## src/rtl/player_move_ctrl.sv

```systemverilog
// -----------------------------------------------------------------------------
// player_move_ctrl
//
// Purpose:
//   Moves a single box through a maze. One direction request is accepted at a
//   time, and the target cell is looked up in an external wall memory. If the
//   cell is open, the box is erased at the old cell, the new position is
//   committed, and the box is drawn at the new cell. Blocked moves produce a
//   one-cycle bump pulse. Reaching the exit cell latches at_exit and parks the
//   controller in WIN.
//   This block is the only source of cell coordinates and erase/draw strobes
//   for the downstream pixel stages.
//
// Optional feature (macro PLAYER_MOVE_CNT_EN):
//   Adds output move_cnt[15:0], which counts completed moves and saturates at
//   16'hFFFF. When the macro is undefined, the port and counter do not exist.
//
// Ports:
//   clk         in   1   system clock
//   resetn      in   1   synchronous active-low reset
//   move_req    in   1   move request, sampled only in IDLE
//   move_dir    in   2   00 up, 01 down, 10 left, 11 right
//   mem_addr    out  10  wall memory address = y*GRID_W + x
//   mem_rdata   in   1   1 = wall, valid one cycle after mem_addr changes
//   box_x       out  5   cell x for the erase/draw stages
//   box_y       out  5   cell y for the erase/draw stages
//   erase_box   out  1   erase strobe (level)
//   erase_done  in   1   erase stage finished
//   draw_box    out  1   draw strobe (level)
//   draw_done   in   1   draw stage finished
//   busy        out  1   high in every state except IDLE and WIN
//   bump        out  1   one-cycle pulse on a blocked move
//   at_exit     out  1   sticky exit flag
//   move_cnt    out  16  completed-move count (PLAYER_MOVE_CNT_EN only)
//   dbg_state   out  4   current FSM state encoding
//
// Strobe handshake: erase_box/draw_box rise on entry to the owning state. They
// stay high, with box_x/box_y frozen, until the matching done input is seen
// while the strobe is high. They then drop for at least one gap cycle, so the
// stage can clear its done flag before the next strobe.
// -----------------------------------------------------------------------------
module player_move_ctrl #(
    parameter int GRID_W  = 24,
    parameter int GRID_H  = 24,
    parameter int START_X = 0,
    parameter int START_Y = 0,
    parameter int EXIT_X  = 23,
    parameter int EXIT_Y  = 23
) (
    input  logic        clk,
    input  logic        resetn,
    input  logic        move_req,
    input  logic [1:0]  move_dir,
    output logic [9:0]  mem_addr,
    input  logic        mem_rdata,
    output logic [4:0]  box_x,
    output logic [4:0]  box_y,
    output logic        erase_box,
    input  logic        erase_done,
    output logic        draw_box,
    input  logic        draw_done,
    output logic        busy,
    output logic        bump,
    output logic        at_exit,
`ifdef PLAYER_MOVE_CNT_EN
    output logic [15:0] move_cnt,
`endif
    output logic [3:0]  dbg_state
);

    typedef enum logic [3:0] {
        S_INIT_DRAW = 4'd0,
        S_IDLE      = 4'd1,
        S_RD        = 4'd2,
        S_CHK       = 4'd3,
        S_ERASE     = 4'd4,
        S_ERASE_GAP = 4'd5,
        S_DRAW      = 4'd6,
        S_DRAW_GAP  = 4'd7,
        S_WIN       = 4'd8
    } state_e;

    localparam logic [4:0] X_MAX    = 5'(GRID_W - 1);
    localparam logic [4:0] Y_MAX    = 5'(GRID_H - 1);
    localparam logic [4:0] X_START  = 5'(START_X);
    localparam logic [4:0] Y_START  = 5'(START_Y);
    localparam logic [4:0] X_EXIT   = 5'(EXIT_X);
    localparam logic [4:0] Y_EXIT   = 5'(EXIT_Y);
    localparam logic [9:0] GRID_W10 = 10'(GRID_W);

    state_e     state_q, state_d;
    logic [4:0] box_x_q, box_x_d;
    logic [4:0] box_y_q, box_y_d;
    logic [4:0] tgt_x_q, tgt_x_d;
    logic [4:0] tgt_y_q, tgt_y_d;
    logic [9:0] mem_addr_q, mem_addr_d;
    logic       erase_q, erase_d;
    logic       draw_q, draw_d;
    logic       bump_q, bump_d;
    logic       at_exit_q, at_exit_d;

    // Candidate target cell for the current request. Bounds are tested on the
    // unmodified coordinate, so a decrement at 0 never wraps.
    logic [4:0] nxt_x, nxt_y;
    logic       oob;
    logic [9:0] nxt_addr;

    always_comb begin
        nxt_x = box_x_q;
        nxt_y = box_y_q;
        oob   = 1'b0;
        case (move_dir)
            2'b00: begin
                if (box_y_q == 5'd0) oob = 1'b1;
                else                 nxt_y = box_y_q - 5'd1;
            end
            2'b01: begin
                if (box_y_q >= Y_MAX) oob = 1'b1;
                else                  nxt_y = box_y_q + 5'd1;
            end
            2'b10: begin
                if (box_x_q == 5'd0) oob = 1'b1;
                else                 nxt_x = box_x_q - 5'd1;
            end
            default: begin
                if (box_x_q >= X_MAX) oob = 1'b1;
                else                  nxt_x = box_x_q + 5'd1;
            end
        endcase
    end

    assign nxt_addr = ({5'd0, nxt_y} * GRID_W10) + {5'd0, nxt_x};

    // Next-state and register updates
    always_comb begin
        state_d    = state_q;
        box_x_d    = box_x_q;
        box_y_d    = box_y_q;
        tgt_x_d    = tgt_x_q;
        tgt_y_d    = tgt_y_q;
        mem_addr_d = mem_addr_q;
        bump_d     = 1'b0;
        at_exit_d  = at_exit_q;

        case (state_q)
            S_INIT_DRAW: begin
                if (draw_q && draw_done) state_d = S_DRAW_GAP;
            end
            S_IDLE: begin
                if (move_req) begin
                    if (oob) begin
                        bump_d = 1'b1;
                    end else begin
                        tgt_x_d    = nxt_x;
                        tgt_y_d    = nxt_y;
                        mem_addr_d = nxt_addr;
                        state_d    = S_RD;
                    end
                end
            end
            // The memory answers one cycle after the address changes.
            S_RD: state_d = S_CHK;
            S_CHK: begin
                if (mem_rdata) begin
                    bump_d  = 1'b1;
                    state_d = S_IDLE;
                end else begin
                    state_d = S_ERASE;
                end
            end
            S_ERASE: begin
                if (erase_q && erase_done) state_d = S_ERASE_GAP;
            end
            S_ERASE_GAP: begin
                box_x_d = tgt_x_q;
                box_y_d = tgt_y_q;
                state_d = S_DRAW;
            end
            S_DRAW: begin
                if (draw_q && draw_done) state_d = S_DRAW_GAP;
            end
            S_DRAW_GAP: begin
                if (box_x_q == X_EXIT && box_y_q == Y_EXIT) begin
                    at_exit_d = 1'b1;
                    state_d   = S_WIN;
                end else begin
                    state_d = S_IDLE;
                end
            end
            S_WIN: state_d = S_WIN;
            default: state_d = S_IDLE;
        endcase

        // Strobes are registered from the next state. They rise with the state
        // entry and are forced low in the reset cycle.
        erase_d = (state_d == S_ERASE);
        draw_d  = (state_d == S_DRAW) || (state_d == S_INIT_DRAW);
    end

    always_ff @(posedge clk) begin
        if (!resetn) begin
            state_q    <= S_INIT_DRAW;
            box_x_q    <= X_START;
            box_y_q    <= Y_START;
            tgt_x_q    <= X_START;
            tgt_y_q    <= Y_START;
            mem_addr_q <= 10'd0;
            erase_q    <= 1'b0;
            draw_q     <= 1'b0;
            bump_q     <= 1'b0;
            at_exit_q  <= 1'b0;
        end else begin
            state_q    <= state_d;
            box_x_q    <= box_x_d;
            box_y_q    <= box_y_d;
            tgt_x_q    <= tgt_x_d;
            tgt_y_q    <= tgt_y_d;
            mem_addr_q <= mem_addr_d;
            erase_q    <= erase_d;
            draw_q     <= draw_d;
            bump_q     <= bump_d;
            at_exit_q  <= at_exit_d;
        end
    end

`ifdef PLAYER_MOVE_CNT_EN
    logic [15:0] move_cnt_q, move_cnt_d;

    // Counts entries into ERASE_GAP, which happen only for moves that completed
    // their erase.
    always_comb begin
        move_cnt_d = move_cnt_q;
        if (state_q == S_ERASE && state_d == S_ERASE_GAP && move_cnt_q != 16'hFFFF)
            move_cnt_d = move_cnt_q + 16'd1;
    end

    always_ff @(posedge clk) begin
        if (!resetn) move_cnt_q <= 16'd0;
        else         move_cnt_q <= move_cnt_d;
    end

    assign move_cnt = move_cnt_q;
`endif

    assign mem_addr  = mem_addr_q;
    assign box_x     = box_x_q;
    assign box_y     = box_y_q;
    assign erase_box = erase_q;
    assign draw_box  = draw_q;
    assign bump      = bump_q;
    assign at_exit   = at_exit_q;
    assign busy      = (state_q != S_IDLE) && (state_q != S_WIN);
    assign dbg_state = state_q;

endmodule

```

## config.mk

```make
export PLATFORM = sky130hd
export DESIGN_NAME = player_move_ctrl
export DESIGN_NICKNAME = d
export VERILOG_FILES = /design/src/rtl/player_move_ctrl.sv
export SDC_FILE = /design/constraint.sdc
export NUM_CORES = 1
export LEC_CHECK = 0
export BUFFER_PORTS_ARGS = -buffer_cell sky130_fd_sc_hd__buf_2
export CORE_ASPECT_RATIO = 0.9
export CORE_MARGIN = 1
export CORE_UTILIZATION = 35
export CTS_BUF_LIST = sky130_fd_sc_hd__clkbuf_4
export CTS_CLUSTER_DIAMETER = 120
export DETAILED_ROUTE_END_ITERATION = 12
export GPL_TIMING_DRIVEN = 0
export PLACE_DENSITY_LB_ADDON = 0.08
export SLEW_MARGIN = 5
export SYNTH_ARGS = -nofsm -noshare
export SYNTH_HDL_FRONTEND = slang
export SYNTH_SLANG_ARGS = --single-unit
```

## constraint.sdc

```tcl
create_clock -name clk -period 3.65 [get_ports clk]
set_clock_uncertainty 0.05 [all_clocks]
set_input_delay 0.5475 -clock clk [delete_from_list [all_inputs] [get_ports clk]]
set_output_delay 0.5475 -clock clk [all_outputs]
set_load 0.005 [all_outputs]
```

**After elaboration in Yosys (flattened, before gate mapping)**

Index checks and enable logic that the tools add are counted.

- Bits in registers: 38
- Word-level logic and storage cells: 71

- Add/sub/neg operators: 5
- $mul: 1
- Magnitude comparators: 2
- Equality and inequality tests: 16
- Multiplexer cells: 22
- Bitwise logic cells: 1
- Reduce and logical (&&, ||, !) cells: 14

Operators by type and width:

| operator | count |
|---|---|
| 4-bit one-hot mux with 8 select lines | 1 |
| 4-bit by 3-bit equality test with 1-bit output, second input constant | 6 |
| 4-bit two-way mux | 5 |
| 5-bit two-way mux | 4 |
| 5-bit one-hot mux with 2 select lines | 2 |
| 10-bit by 5-bit adder with 10-bit output | 1 |
| 5-bit by 1-bit adder with 5-bit output, second input constant | 2 |
| 5-bit equality test, second input constant | 2 |
| 5-bit greater-or-equal comparator, second input constant | 2 |
| 5-bit zero test | 2 |
| 5-bit by 1-bit subtractor with 5-bit output, second input constant | 2 |
| 4-bit by 2-bit equality test with 1-bit output, second input constant | 2 |
| 4-bit zero test | 2 |
| 5-bit by 2-bit multiplier with 7-bit output, second input constant | 1 |
| 1-bit two-way mux | 7 |
| 4-bit by 1-bit equality test with 1-bit output, second input constant | 1 |
| 4-bit equality test, second input constant | 1 |
| 1-bit logical AND | 4 |
| 4-bit by 1-bit inequality test with 1-bit output, second input constant | 1 |
| 4-bit inequality test, second input constant | 1 |
| 2-bit OR reduction | 2 |
| 3-bit two-way mux | 1 |
| 1-bit one-hot mux with 3 select lines | 1 |
| 3-bit AND reduction | 1 |
| other kinds (7) | 7 |

**Logic depth before layout (Yosys ltp)**

Gate-level depths: netlist of the first run.

- Word-level depth: 8
- Gate-level depth with buffers: 16
- Mapped depth without buffers: 16

**Worst setup path before layout of the first run**

Ideal clock, no wire load.

- Path type: input -> register
- Start: in move_dir[0]
- End: reg mem_addr_q[9] (netlist: mem_addr[9])
- Library setup time: 0.119 ns
- Arrival: 3.279 ns
- Data required time: 3.481 ns
- Setup slack: 0.202 ns
- Stages on the path: 13
- Path buffers: 1
- Cell sequence: clkbuf_1 -> nor2b_1 -> o21ai_2 -> o211a_1 -> a211oi_1 -> inv_1 -> ha_1 -> inv_1 -> fa_1 -> nor3b_1 -> nand4_1 -> xnor2_1 -> a21oi_1

- Longest elaborated chain between the ends: 4
- Elaborated cells between the ends (all ways): 11
- Those cells by class: add/sub: 1; mul: 1; eq/ne: 2; mux: 3; bitwise: 1; reduce/logical: 3

Ends and longest elaborated chain:

| item | RTL line | source |
|---|---|---|
| from (decl) | 53 | `input logic [1:0] move_dir,` |
| 2-bit by 1-bit equality test with 1-bit output / 2-bit zero test (equally long branches) | 112 | `case (move_dir)` |
| 5-bit one-hot mux with 2 select lines (*) | 112 |  |
| via nxt_y[1] | 104 | `logic [4:0] nxt_x, nxt_y;` |
| 5-bit by 2-bit multiplier with 7-bit output (*) | 132 | `assign nxt_addr = ({5'd0, nxt_y} * GRID_W10) + {5'd0, nxt_x};` |
| 10-bit by 5-bit adder with 10-bit output (*) | 132 |  |
| to (signal assigned) | 218 | `mem_addr_q <= mem_addr_d;` |
| to (decl) | 96 | `logic [9:0] mem_addr_q, mem_addr_d;` |

Mark *: on every way through the listed nets, which the timed path passes. The rest lies on a longest branch.
A chain may end at the register's enable or synchronous reset.

**Worst setup path in the final report of the first run**

- Start: reg box_y_q[0] (netlist: box_y[0])
- End: reg mem_addr_q[8] (netlist: mem_addr[8])

- Longest elaborated chain between the ends: 5
- Elaborated cells between the ends (all ways): 14
- Those cells by class: add/sub: 3; mul: 1; order compare: 1; mux: 6; bitwise: 1; reduce/logical: 2

Ends and longest elaborated chain:

| item | RTL line | source |
|---|---|---|
| from (decl) | 93 | `logic [4:0] box_y_q, box_y_d;` |
| from (signal assigned) | 215 | `box_y_q <= box_y_d;` |
| 5-bit by 1-bit adder with 5-bit output, or another cell as far along | 119 | `else nxt_y = box_y_q + 5'd1;` |
| 5-bit two-way mux (on tied branches) | 118, 114 |  |
| 5-bit one-hot mux with 2 select lines (*) | 112 |  |
| via nxt_y[0] | 104 |  |
| 5-bit by 2-bit multiplier with 7-bit output (*) | 132 |  |
| 10-bit by 5-bit adder with 10-bit output (*) | 132 |  |

Marked as above.

==> impl_results.md, run 1 <==
* Status: completed
* Via-to-Cell Ratio at 5.059
* Worst-Margin Slew at 724.2 ps
* Deepest clock path buffer count at 2
* Worst setup path class: register to register
* Worst Path Max Fanout at 7
* Total CTS buffers at 5
* Largest net degree at the start of global routing at 12
* Die area at 7090 um^2
* Yosys cell types at 53
* Fraction of registers with async set/reset at 0%
* Worst setup EP type: register
* CTS tree: built
* Worst path bufs/invs at 2
* Cell Pwr Density at 368.3 nW/um^2
* Required time worst endpoint at 3840 ps
* Overflow left after global routing at 0
* Startpoint types: register
* Initial antenna violation count at 0
* Reg-to-Reg Start: box_y[0]
* Setup TNS at 0 ps
* Setup crit end: mem_addr[8]
* Reg2reg setup slack at 190 ps
* 1st-iter DRT viols at 87
* Slew Limit Fails at 0
* Crit share post-route at 94.92%
* Residual DRC count at 0
* CP startpoint: box_y[0]
* Final RePlAce weighted congestion at 0.8510
* Crit path depth at 15
* CP arrival at 3660 ps
* Register area share after synthesis at 29.63%
* Pre-Repair DR Iteration Count at 4
* Clk root buf: clkbuf_4
* Post-Syn Area at 2365 um^2
* Worst hold path class: register to register
* Worst-path clk slew at 120 ps
* Final setup vio count at 0
* CORE AREA at 6551 um^2
* Synthesis-to-finish area growth at 17.46%
* Synth top area cells: dfxtp_1 (30%), ha_1 (7.4%), a21oi_1 (5.5%)
* Routed len/inst at 14.06 um
* Total Wirelength at 5920 um
* Synthesis Warnings at 0
* Yosys reg bits at 35
* Vias in the first global route at 1925
* Number of synthesized flops with an enable pin at 0
* First-pass GRT wire length at 9791 um
* Yosys top cell by area: dfxtp_1
* Slowest CP cell: or4b_4
* Crit path cell chain: inv_2 -> ha_1 -> or4b_4 -> nand2_4 -> nand2_1 -> xnor2_2 -> ha_2 -> inv_1 -> fa_1 -> nand2b_1 -> o2bb2ai_1 -> or3_1 -> and2_1 -> xnor2_1 -> a21oi_1
* Synth Flop Type: dfxtp_1
* Initial core utilization at 36.10%
* P_leak at 1.135 nW
* TritonCTS sink count at 35
* Tmin final at 3465 ps
* Max Cap Viol at 0
* Clk Latency, worst-skew pair at 340 ps
* Total Routing Usage GR at 18.09%
* Min Hold Slack at 404.0 ps
* IO Port Bufs at 34
* Share of layout cells above drive strength 1 at 24.77%
* Final hold vios at 0
* Worst reg2reg path depth at 15
* Horiz. Die Dim at 88.65 um
* Rows at 28
* Worst path top cell family by delay: simple AND/OR/NAND/NOR gates
* Crit-path max cell delay at 490 ps
* Die height at 79.98 um
* Top cell type's share of synthesized area at 29.63%
* Ant diodes at 0
* Routed Antenna Nets at 0
* Vias at 2130
* Syn Nets at 311
* CTS H-tree depth at 2
* Final #Nets at 354
* R2R Path End: mem_addr[8]
* Synth Instances at 287
* Max Freq at 288.6 MHz
* Detailed Place HPWL at 4391 um
* Synth cell count leaders: dfxtp_1 (35), nor2_1 (33), nand2_1 (31), a21oi_1 (26), inv_1 (15)
* Io pins at 37
* Worst VDD drop at 0.3190 mV
* Slew HR at 51.51%
* Syn Area/Cell at 8.240 um^2
* Cell with the most instances after synthesis: dfxtp_1
cells by family after synthesis:
logic type      after synthesis  synth area share [%]
compound gates               74                 22.86
flops                        35                 29.63
buf+inv                      37                 8.518
xor+xnor                     10                 3.704
fa+ha+maj                    16                 9.101
mux                           6                 2.540
simple gates                109                 23.65
area by class of cell:
| cell class | count | area, um^2 |
|---|---|---|
| multi-input cells | 215 | 1515 |
| flip-flops and latches | 35 | 705.7 |
| well taps | 90 | 112.6 |
| repair buffers | 36 | 185.2 |
| clock buffers | 6 | 45.04 |
| inverters | 15 | 56.30 |
| fillers | 711 | 3774 |
| clock inverters | 2 | 12.51 |
| plain buffers | 22 | 145.1 |
worst reg2reg max path: cells and delay by family, from the launching register on:
| family | cells | cell delay (ps) |
|---|---|---|
| simple gates | 6 | 1350 |
| fa+ha+maj | 3 | 800 |
| xor+xnor | 2 | 440 |
| flops | 1 | 390 |
| compound gates | 2 | 220 |
| buf+inv | 2 | 130 |
registers in the layout (all words and copies together) (netlist names):
signal and count:
tgt_y_q 5, box_y 5, tgt_x_q 5, box_x 5, bump 1, mem_addr 7
erase_box 1, at_exit 1, draw_box 1, dbg_state 4
report_power, final:
group	switching [mW]	internal (mW)
combinational	0.206	0.154
clock	0.140	0.0818
sequential	0.0241	0.417
total	0.370	0.653
how the worst min path moves through the flow:
stage               start            to  depth (start not counted)
2_1_floorplan  tgt_y_q[3]      box_y[3]                          2
3_3_place_gp   tgt_y_q[1]      box_y[1]                          2
3_5_place_dp   tgt_y_q[0]      box_y[0]                          2
4_1_cts            resetn  dbg_state[1]                          2
5_1_grt            resetn  dbg_state[1]                          2
6_report       tgt_y_q[1]      box_y[1]                          2
metal layers:
layer | global-route usage [%] | wire, um | up-vias
li1 | - | - | 1098
met1 | 26.61 | 3093 | 993
met2 | 26.38 | 2604 | 37
met3 | 3.723 | 196 | 2
met4 | 4.839 | 25 | 0
met5 | 0 | 0 | -
layout by cell type, fill, tap and decap left out, types with 5 or more instances in the layout:
master     n
a211oi_2   9
a21oi_1   26
buf_2     38
buf_4      5
clkbuf_1   9
clkbuf_4   6
dfxtp_1   33
ha_1      13
inv_1     14
mux2i_1    6
nand2_1   31
nand4_1    5
nor2_1    33
nor2b_1    5
o21ai_0    9
or3_1      5
xnor2_1    8
per-stage QoR:
stage | total power, mW | std cells | instance area (um^2) | util [%] | setup slack, ps
2_1_floorplan | 0.7055 | 287 | 2365 | - | 202.0
3_3_place_gp | 0.8044 | 411 | 2648 | 40.41 | -279.0
3_5_place_dp | 0.8039 | 411 | 2648 | 40.41 | -267.5
4_1_cts | 1.030 | 419 | 2723 | 41.56 | 25.59
5_1_grt | 1.107 | 421 | 2778 | 42.40 | -9.503
6_report | 1.023 | 421 | 2778 | 42.40 | 185.4
what timing repair did:
item                                   in CTS  in global routing
setup endpoints to repair                   3                  3
gates resized for setup                     3                 11
hold buffers                                0                  0
endpoints found under the hold margin       0                  0
pin swaps                                   0                  4
buffers inserted                            0                  2
(Power assumes the default switching activity.)
==> run 2, diff against run 1 <==
--- a/config.mk
+++ b/config.mk
@@ -11,6 +11,7 @@
 export CORE_UTILIZATION = 35
 export CTS_BUF_LIST = sky130_fd_sc_hd__clkbuf_4
 export CTS_CLUSTER_DIAMETER = 120
+export CTS_CLUSTER_SIZE = 24
 export DETAILED_ROUTE_END_ITERATION = 12
 export GPL_TIMING_DRIVEN = 0
 export PLACE_DENSITY_LB_ADDON = 0.08
==> constraint.sdc (replaced) <==
create_clock -name clk -period 4.2 [get_ports clk]
set_clock_uncertainty 0.05 [all_clocks]
set_input_delay 0.63 -clock clk [delete_from_list [all_inputs] [get_ports clk]]
set_output_delay 0.63 -clock clk [all_outputs]
set_load 0.005 [all_outputs]
==> run 2 against run 1 <==
  * Wire length about the same
  * Sequential cell count unchanged
  * Via count down 0.85%
  * Global-route usage about the same
  * Critical path depth down 1
  * Clock-buffer cell count unchanged
  * Critical path type unchanged
  * Utilization down 1.0 points
  * Largest cell class unchanged
  * Clock power down 14%
==> impl_results.md, run 2 (synthesized netlist as in run 1, its figures left out) <==
* Vias in the first global route at 1926 (+0.052%)
* Share of layout cells above drive strength 1 at 21.58% (-3.2 points)
* Tmin final at 3865 ps (+400.8 ps)
* Deepest clock path buffer count at 2 (unchanged)
* Multi-input gate area at 1468 um^2 (-3.1%)
* Max Freq at 258.7 MHz (-10%)
* 1st-iter DRT viols at 92 (+5.7%)
* Slew Limit Fails at 0 (unchanged)
* Min-delay src: tgt_y_q[3]
* Overflow left after global routing at 0 (unchanged)
* First-pass GRT wire length at 9791 um (unchanged)
* Initial core utilization at 36.10% (unchanged)
* Clk root buf: clkbuf_4
* Worst path bufs/invs at 3 (+1)
* Horiz. Die Dim at 88.65 um (unchanged)
* Slew HR at 39.72% (-12 points)
* P_leak at 1.089 nW (-4.1%)
* Reg area at 700.7 um^2 (-0.71%)
* Final hold vios at 0 (unchanged)
* Via-to-Cell Ratio at 5.041 (-0.37%)
* Startpoint types: register
* Rows at 28 (unchanged)
* CTS tree: built
* Hold_buf cts at 0 (unchanged)
* Worst Path Max Fanout at 7 (unchanged)
* Initial antenna violation count at 0 (unchanged)
* Crit path depth at 14 (-1)
* Pre-Repair DR Iteration Count at 4 (unchanged)
* Postcts setup bufs at 0 (unchanged)
* CP startpoint: box_y[0]
* Crit share post-route at 92.03% (-2.9 points)
* RSZ-0062 raised after global routing: no
* Ant diodes at 0 (unchanged)
* Vias at 2112 (-0.85%)
* Total Wirelength at 5917 um (about the same)
* Most used cell, CP: inv_1
* Most common cell after layout, fill and taps aside: buf_2
* CORE AREA at 6551 um^2 (unchanged)
* Worst-path clk slew at 120 ps (about the same)
* Cell Pwr Density at 327.0 nW/um^2 (-11%)
* Worst hold path class: register to register
* Fill cell count at 715 (+0.56%)
* Die area at 7090 um^2 (unchanged)
* Required time worst endpoint at 4390 ps (+550 ps)
* Worst VDD drop at 0.2803 mV (-12%)
* Setup TNS at 0 ps (unchanged)
* Max Cap Viol at 0 (unchanged)
* Slowest CP cell: a211oi_1
* Status: completed
* Final #Nets at 352 (-0.56%)
* Crit-path max cell delay at 520 ps (+30 ps)
* Final setup vio count at 0 (unchanged)
* Worst setup EP type: register
* Worst reg2reg path depth at 14 (-1)
* Die height at 79.98 um (unchanged)
* Routed len/inst at 14.12 um (+0.43%)
* Crit path cell chain: inv_1 -> ha_1 -> or4b_1 -> nand2_2 -> nor2_1 -> a211oi_1 -> inv_1 -> ha_1 -> inv_1 -> fa_1 -> nor3b_1 -> nand4_1 -> xnor2_1 -> a21oi_1
* CTS H-tree depth at 2 (unchanged)
* TritonCTS sink count at 35 (unchanged)
* Min-Delay Path Depth at 2 (unchanged)
* # resized after CTS at 0 (-3)
* CP arrival at 4060 ps (+400 ps)
* Worst path top cell family by delay: simple AND/OR/NAND/NOR gates
* Synthesis-to-finish area growth at 14.60%
* Clk Latency, worst-skew pair at 340 ps (about the same)
* Worst setup path class: register to register
* Total CTS buffers at 5 (unchanged)
* Commonest cells after routing, fill and taps aside: buf_2 (38), dfxtp_1 (35), nor2_1 (33), nand2_1 (31), a21oi_1 (26)
* Routed Antenna Nets at 0 (unchanged)
* Reg-to-Reg Start: box_y[0]
* Total Routing Usage GR at 18.07% (-0.022 points)
* Worst-Margin Slew at 896.1 ps (+171.9 ps)
* IO Port Bufs at 34 (unchanged)
* Detailed Place HPWL at 4391 um (unchanged)
* Largest net degree at the start of global routing at 12 (unchanged)
* Io pins at 37 (unchanged)
* Residual DRC count at 0 (unchanged)
* Max reg flops at 7 (unchanged)
* Final RePlAce weighted congestion at 0.8510 (unchanged)
* Min Hold Slack at 411.0 ps (+6.987 ps)
run 2: cell types whose count changed in the layout (fill, tap and decap cells not counted), sizes merged:
cell,delta
buf,-2
run 2: metrics by stage:
step / utilization, % / worst slack (ps) / instances / instance area (um^2) / power, mW
5_1_grt: 41.37 / 32.77 / 419 / 2710 / 0.9589
2_1_floorplan: - / 669.5 / 287 / 2365 / 0.6131
3_3_place_gp: 40.41 / 188.5 / 411 / 2648 / 0.6990
3_5_place_dp: 40.41 / 200.0 / 411 / 2648 / 0.6986
6_report: 41.37 / 334.6 / 419 / 2710 / 0.8863
4_1_cts: 41.29 / 287.9 / 419 / 2705 / 0.8940
run 2: final timing paths:
| path | end | slack, ps |
|---|---|---|
| max | mem_addr[9] | 330 |
| min | box_y[3] | 410 |
| max reg2reg | mem_addr[9] | 330 |
| min reg2reg | box_y[3] | 410 |
run 2: cell type report:
class	count	area share (%)
Tap cell	90	4.155
Sequential cell	35	25.85
Multi-Input combinational cell	215	54.16
Clock buffer	6	1.662
Clock inverter	2	0.4617
Inverter	15	2.078
Buffer	22	5.355
Timing Repair Buffer	34	6.279
run 2: worst reg2reg max path, delay by kind of cell, from the launching register on:
family                   cells  cell delay (ps)
AO/OA/AOI/OAI                2              620
XOR/XNOR                     1              230
adder cells (fa/ha/maj)      3              940
buffers and inverters        3              360
flip-flops                   1              390
AND/OR/NAND/NOR              5             1190
run 2: where the power goes:
| part | internal (mW) | switching, mW | total, mW | leakage (nW) |
|---|---|---|---|---|
| logic | 0.131 | 0.179 | 0.310 | 0.775 |
| registers | 0.363 | 0.0217 | 0.385 | 0.283 |
| clock network | 0.0711 | 0.121 | 0.192 | 0.0317 |
| total | 0.566 | 0.321 | 0.886 | 1.09 |
run 2: per-layer routing:
metal / up-vias / track usage, % / part of all wire, %
li1: 1097 / - / -
met1: 986 / 26.61 / 53
met2: 27 / 26.31 / 44
met3: 2 / 3.723 / 2.7
met4: 0 / 4.839 / 0.42
met5: - / 0 / 0
